**config.mk**
```make
export PLATFORM = sky130hd
export DESIGN_NAME = align_result_serializer
export DESIGN_NICKNAME = d
export VERILOG_FILES = /design/src/rtl/align_result_serializer.sv
export SDC_FILE = /design/constraint.sdc
export NUM_CORES = 1
export LEC_CHECK = 0
export ABC_AREA = 0
export CELL_PAD_IN_SITES_DETAIL_PLACEMENT = 1
export CELL_PAD_IN_SITES_GLOBAL_PLACEMENT = 2
export CORE_MARGIN = 5
export CORE_UTILIZATION = 31
export CTS_CLUSTER_DIAMETER = 80
export DETAILED_ROUTE_END_ITERATION = 10
export PLACE_DENSITY_LB_ADDON = 0.1
export SYNTH_ARGS = -nofsm -noshare
export SYNTH_HDL_FRONTEND = slang
export SYNTH_SLANG_ARGS = --single-unit
```
**constraint.sdc**
```tcl
create_clock -name clk -period 3.2 [get_ports clk]
set_input_delay 0.64 -clock clk [delete_from_list [all_inputs] [get_ports clk]]
set_output_delay 0.64 -clock clk [all_outputs]
set_load 0.02 [all_outputs]
```
**src/rtl/align_result_serializer.sv**
```systemverilog
// align_result_serializer
//
// Captures the final {max_score, max_row, max_col} triple when the alignment
// controller reports that the last matrix cell has been compared. The triple
// is packed into one word and streamed out as LSB-first beats of OUT_WIDTH
// bits over a valid/ready handshake. The values are not modified.
//
// Ports:
//   clk        : clock, rising edge
//   rst_n      : asynchronous active-low reset
//   start      : new-alignment pulse; synchronous clear/abort, highest priority
//   done_in    : single-cycle pulse; max_* inputs are final in this cycle
//   max_score  : final max score
//   max_row    : row index of the max score
//   max_col    : column index of the max score
//   out_data   : current beat (LSB-first slice of the packed word)
//   out_valid  : out_data is valid
//   out_ready  : sink accepts the beat when out_valid is also high
//   out_last   : high with the final beat of a result
//   busy       : high while a result is being streamed
//   overrun    : sticky; set when done_in arrives while busy, cleared by start
module align_result_serializer #(
  parameter int SCORE_WIDTH    = 10,
  parameter int ROW_BITS_WIDTH = 5,
  parameter int COL_BITS_WIDTH = 5,
  parameter int OUT_WIDTH      = 8
) (
  input  logic                      clk,
  input  logic                      rst_n,
  input  logic                      start,
  input  logic                      done_in,
  input  logic [SCORE_WIDTH-1:0]    max_score,
  input  logic [ROW_BITS_WIDTH-1:0] max_row,
  input  logic [COL_BITS_WIDTH-1:0] max_col,
  output logic [OUT_WIDTH-1:0]      out_data,
  output logic                      out_valid,
  input  logic                      out_ready,
  output logic                      out_last,
  output logic                      busy,
  output logic                      overrun
);

  localparam int PACK_WIDTH  = SCORE_WIDTH + ROW_BITS_WIDTH + COL_BITS_WIDTH;
  localparam int NUM_BEATS   = (PACK_WIDTH + OUT_WIDTH - 1) / OUT_WIDTH;
  localparam int SHIFT_WIDTH = NUM_BEATS * OUT_WIDTH;
  localparam int CNT_WIDTH   = (NUM_BEATS > 1) ? $clog2(NUM_BEATS) : 1;
  localparam logic [CNT_WIDTH-1:0] LAST_CNT = CNT_WIDTH'(NUM_BEATS - 1);

  typedef enum logic {
    IDLE = 1'b0,
    SEND = 1'b1
  } state_e;

  state_e                 state_q,   state_d;
  logic [SHIFT_WIDTH-1:0] shift_q,   shift_d;
  logic [CNT_WIDTH-1:0]   cnt_q,     cnt_d;
  logic                   overrun_q, overrun_d;

  logic [PACK_WIDTH-1:0]  packed_word;
  logic                   is_last;

  // max_col occupies the least significant bits, so it leaves in beat 0.
  assign packed_word = {max_score, max_row, max_col};
  assign is_last     = (state_q == SEND) && (cnt_q == LAST_CNT);

  always_comb begin
    // NOTE: every signal gets a default first so no path through the
    // case/if tree leaves it unassigned, which would infer a latch.
    state_d   = state_q;
    shift_d   = shift_q;
    cnt_d     = cnt_q;
    overrun_d = overrun_q;

    if (start) begin
      // Abort wins over capture and transfer; a concurrent done_in is dropped
      // without counting as overrun.
      state_d   = IDLE;
      shift_d   = '0;
      cnt_d     = '0;
      overrun_d = 1'b0;
    end else begin
      unique case (state_q)
        IDLE: begin
          if (done_in) begin
            shift_d = SHIFT_WIDTH'(packed_word);
            cnt_d   = '0;
            state_d = SEND;
          end
        end
        SEND: begin
          // The in-flight stream is never disturbed by a new result.
          if (done_in) begin
            overrun_d = 1'b1;
          end
          if (out_ready) begin
            if (is_last) begin
              state_d = IDLE;
            end else begin
              shift_d = shift_q >> OUT_WIDTH;
              cnt_d   = cnt_q + CNT_WIDTH'(1);
            end
          end
        end
        default: state_d = IDLE;
      endcase
    end
  end

  // NOTE: sequential state uses non-blocking assignments so every flop
  // samples the pre-edge values, independent of statement order.
  always_ff @(posedge clk or negedge rst_n) begin
    if (!rst_n) begin
      state_q   <= IDLE;
      shift_q   <= '0;
      cnt_q     <= '0;
      overrun_q <= 1'b0;
    end else begin
      state_q   <= state_d;
      shift_q   <= shift_d;
      cnt_q     <= cnt_d;
      overrun_q <= overrun_d;
    end
  end

  // Outputs decode registered state only; nothing here looks at out_ready or
  // done_in, so the handshake has no combinational path through this block.
  assign out_valid = (state_q == SEND);
  assign busy      = (state_q == SEND);
  assign out_last  = is_last;
  assign out_data  = (state_q == SEND) ? shift_q[OUT_WIDTH-1:0] : '0;
  assign overrun   = overrun_q;

endmodule

```
## Word level (Yosys, flattened, before mapping)

Cells that the tools add are included.

- Register bits: 28
- Output and inout bits: 12
- Word-level logic and storage cells: 34

- $add $sub $neg: 1
- Equal/unequal tests: 4
- Multiplexer cells: 19
- Bitwise logic cells: 1
- Reductions and logical operators: 5

Operators with widths:

| operator | number |
|---|---|
| $mux 24 | 4 |
| $pmux 24 s2 | 1 |
| $ne 3x3->1 const B | 3 |
| $mux 2 | 4 |
| $mux 8 | 1 |
| $mux 1 | 7 |
| $pmux 2 s2 | 1 |
| $reduce_bool 2->1 | 2 |
| $reduce_and 3->1 | 1 |
| $add 2x1->2 const B | 1 |
| $eq 2x2->1 const B | 1 |
| $pmux 1 s2 | 1 |
| $reduce_and 2->1 | 1 |
| $logic_and 1x1->1 | 1 |
| $not 1->1 | 1 |

## Logic depth before layout (Yosys ltp)

- Word-level depth: 6
- Depth in mapped cells: 6
- Mapped depth without buffers: 5

## Least setup slack after synthesis

No wires, ideal clock.

- Path kind: register -> output
- From: register state_q, in the netlist busy
- To: output out_data[0]
- Data arrival time: 1.116 ns
- Required time: 2.560 ns
- Setup slack: 1.444 ns
- Stages on the path, launching flop included: 4
- Buffers on the path: 2
- Cell sequence: dfrtp_1 > buf_4 > clkbuf_1 > and2_1

- Longest elaborated chain between the ends: 1

Ends and longest elaborated chain:

| item | line | source |
|---|---|---|
| start, declared | 54 | `state_e state_q, state_d;` |
| start signal, assigned | 118 | `state_q <= state_d;` |
| $mux 8 | 130 | `assign out_data = (state_q == SEND) ? shift_q[OUT_WIDTH-1:0] : '0;` |
| end, declared | 35 | `output logic [OUT_WIDTH-1:0] out_data,` |

Every way passes these cells.

## Worst setup path in the final report

- From: register state_q, in the netlist busy
- To: output out_last

- Longest elaborated chain between the ends: 1

Ends and longest elaborated chain:

| item | line | source |
|---|---|---|
| $logic_and 1x1->1 | 64 | `assign is_last = (state_q == SEND) && (cnt_q == LAST_CNT);` |
| end, declared | 38 | `output logic out_last,` |

Every way passes these cells.

==> summary.txt <==
Status: finished clean
H-tree levels: 1
Period utilization: 78.7%
Post-synth top area share: 45.5%
Final cell count without fillers: 213
Ant diodes: 0
Clock Skew: 0.00356 ns
Placement Setup Slack: 0.969 ns
Initial Utilization: 32.5%
Row cnt: 23
Yosys warns: 0
Cell count after synthesis: 133
Final Hold Fails: 0
Largest cells by area after synthesis: dfrtp_1 46%, a311oi_1 8.0%, a211oi_1 7.4%
Vias/cell: 5.22
Type of the tightest min-delay check: reg2reg
Setup violations, final: 0
Most frequent cells after synthesis: 25 x nand2_1, 24 x dfrtp_1, 13 x a211oi_1, 13 x nor2b_1, 12 x a311oi_1
Leakage: 0.667 nW
Number of hold buffers added after cts: 0
Final GP Congestion: 0.689
Tot Pwr: 660 uW
Initial drt markers: 70
Setup CP Type: reg2out
Dpl hpwl: 2.45 mm
Synth Register Bits: 24
Fmax: 397 MHz
Max-slew headroom: 59.8%
Core area: 0.00406 mm^2
Post-route ant nets: 0
Sequential area share after synthesis: 45.5%
Routed wire per std cell: 16.5 um
Pwr dens: 383 mW/mm^2
Die height: 75.2 um
Critical Path Source: busy
Crit end category: output port
Total CTS buffers: 3
Post-CTS Resized: 0
R2R cell count: 5
Fin. max-slew vios: 0
Drt total wl: 3.51 mm
TritonCTS clock tree: yes
Met3 wire length: 182 um
RR Startpoint: cnt_q[0]
Main synth FF type: dfrtp_1
Core Util, Final: 42.5%
Worst ir drop on vdd: 0.179 mV
Initial antenna violation count: 0
Synthesis-to-finish area growth: 30.7%
Top-level port count: 37
Least-Margin Pin Slew: 0.603 ns
Most frequent cell after synthesis: nand2_1
Setup TNS: 0 ns
Fin crit period: 2.52 ns
Net count after synthesis: 159
Cells after DPL: 210
WL met1: 1.69 mm
First-pass GRT wire length: 5.82 mm
Die ar.: 0.00566 mm^2
Vias in the first global route: 1170
Data arrival, critical path: 1.88 ns
Clock transition at path regs: 0.08 ns
Root buf cell: clkbuf_8
DR pass1 iterations: 4
Post-synth EDFFs: 0
GRT Util Overall: 13.4%
CP startpoint kind: register
Reg-to-Reg End: shift_q[7]
Final worst slack: 0.683 ns
Largest net degree at the start of global routing: 44
Setup bufs post-CTS: 0
IO Port Bufs: 36
Die W: 75.2 um
CTS max path bufs: 2
RSZ-0062 raised after global routing: false
Gr ovfl total: 0
Worst-Skew Late Latency: 0.27 ns
CP Capture Point: out_last
Fin nets: 191
CTS Sinks: 24
Mapped Area: 0.00132 mm^2
Routed via count: 1112
Worst Path Required: 2.56 ns
Layout cells sized above 1: 6.13%
Post-synth ARST share: 100%
Synth unique cells: 23
Remaining DRCs: 0
Syn Area/Cell: 9.92 um^2
Top Layer Used: met4
WL met2: 1.61 mm
Max Cap Violations: 0
Post-synth top area cell: dfrtp_1
CP Max Fanout: 43
Reg2Reg Setup Slack: 1.53 ns
==> kinds of logic (layout without fill, tap and decap cells) <==
family | after synthesis | in the layout | share of synthesized area, %
simple gates | 57 | 57 | 23.0
flops | 24 | 24 | 45.5
buf+inv | 14 | 44 | 7.02
fa+ha+maj | 1 | 1 | 0.949
compound gates | 37 | 37 | 23.5
==> sequential cells by signal, indices dropped and copies added (netlist names) <==
register	flops
shift_q	20
cnt_q	2
busy	1
overrun	1
==> cell usage in the layout, fill, tap and decap left out, types with 2 or more instances in the layout <==
cell,synthesis,final
a311oi_1,12,12
buf_4,3,4
a31oi_1,2,2
nor2_1,2,2
nor2b_1,13,13
a22o_1,8,8
nand3_1,3,3
nand2_1,25,25
and2_1,9,9
a211oi_1,13,13
clkdlybuf4s50_1,0,36
clkbuf_8,0,3
dfrtp_1,24,24
==> per-stage QoR <==
step,hold WS [ns],cell area (um^2)
floorplan,0.344,1320
CTS,0.516,1720
detailed placement,0.496,1680
finish,0.508,1720
global placement,0.490,1680
global route,0.526,1720
==> report_power, final <==
group          switching [mW]  total [mW]  internal, mW
sequential             0.0134       0.337         0.323
combinational          0.0728       0.144        0.0711
clock                  0.0953       0.180        0.0843
==> critical path, cell delays in order, from the launching register on <==
cell and delay (ns):
dfrtp_1 0.37, buf_4 0.41, and2_1 0.22, clkdlybuf4s50_1 0.61
==> cell type report <==
cell class,instances,area [um^2]
Inverter,1,3.75
Sequential cell,24,601
Clock buffer,3,41.3
Tap cell,50,62.6
Timing Repair Buffer,40,390
Fill cell,466,2330
Multi-Input combinational cell,95,626
==> how the worst min path moves through the flow <==
stage / start / slack, ns / cells after the start / end
floorplan: rst_n / 0.34 / 0 / busy
global placement: shift_q[14] / 0.49 / 1 / shift_q[14]
detailed placement: shift_q[17] / 0.50 / 1 / shift_q[17]
CTS: shift_q[17] / 0.52 / 1 / shift_q[17]
global route: shift_q[12] / 0.53 / 1 / shift_q[12]
finish: shift_q[17] / 0.51 / 1 / shift_q[17]
==> layer usage <==
metal	GRT usage, %	up-vias
li1	-	542
met1	18.9	543
met2	21.1	23
met3	3.20	4
met4	2.91	0
met5	0	-
Power figures use the tool's default switching activity.
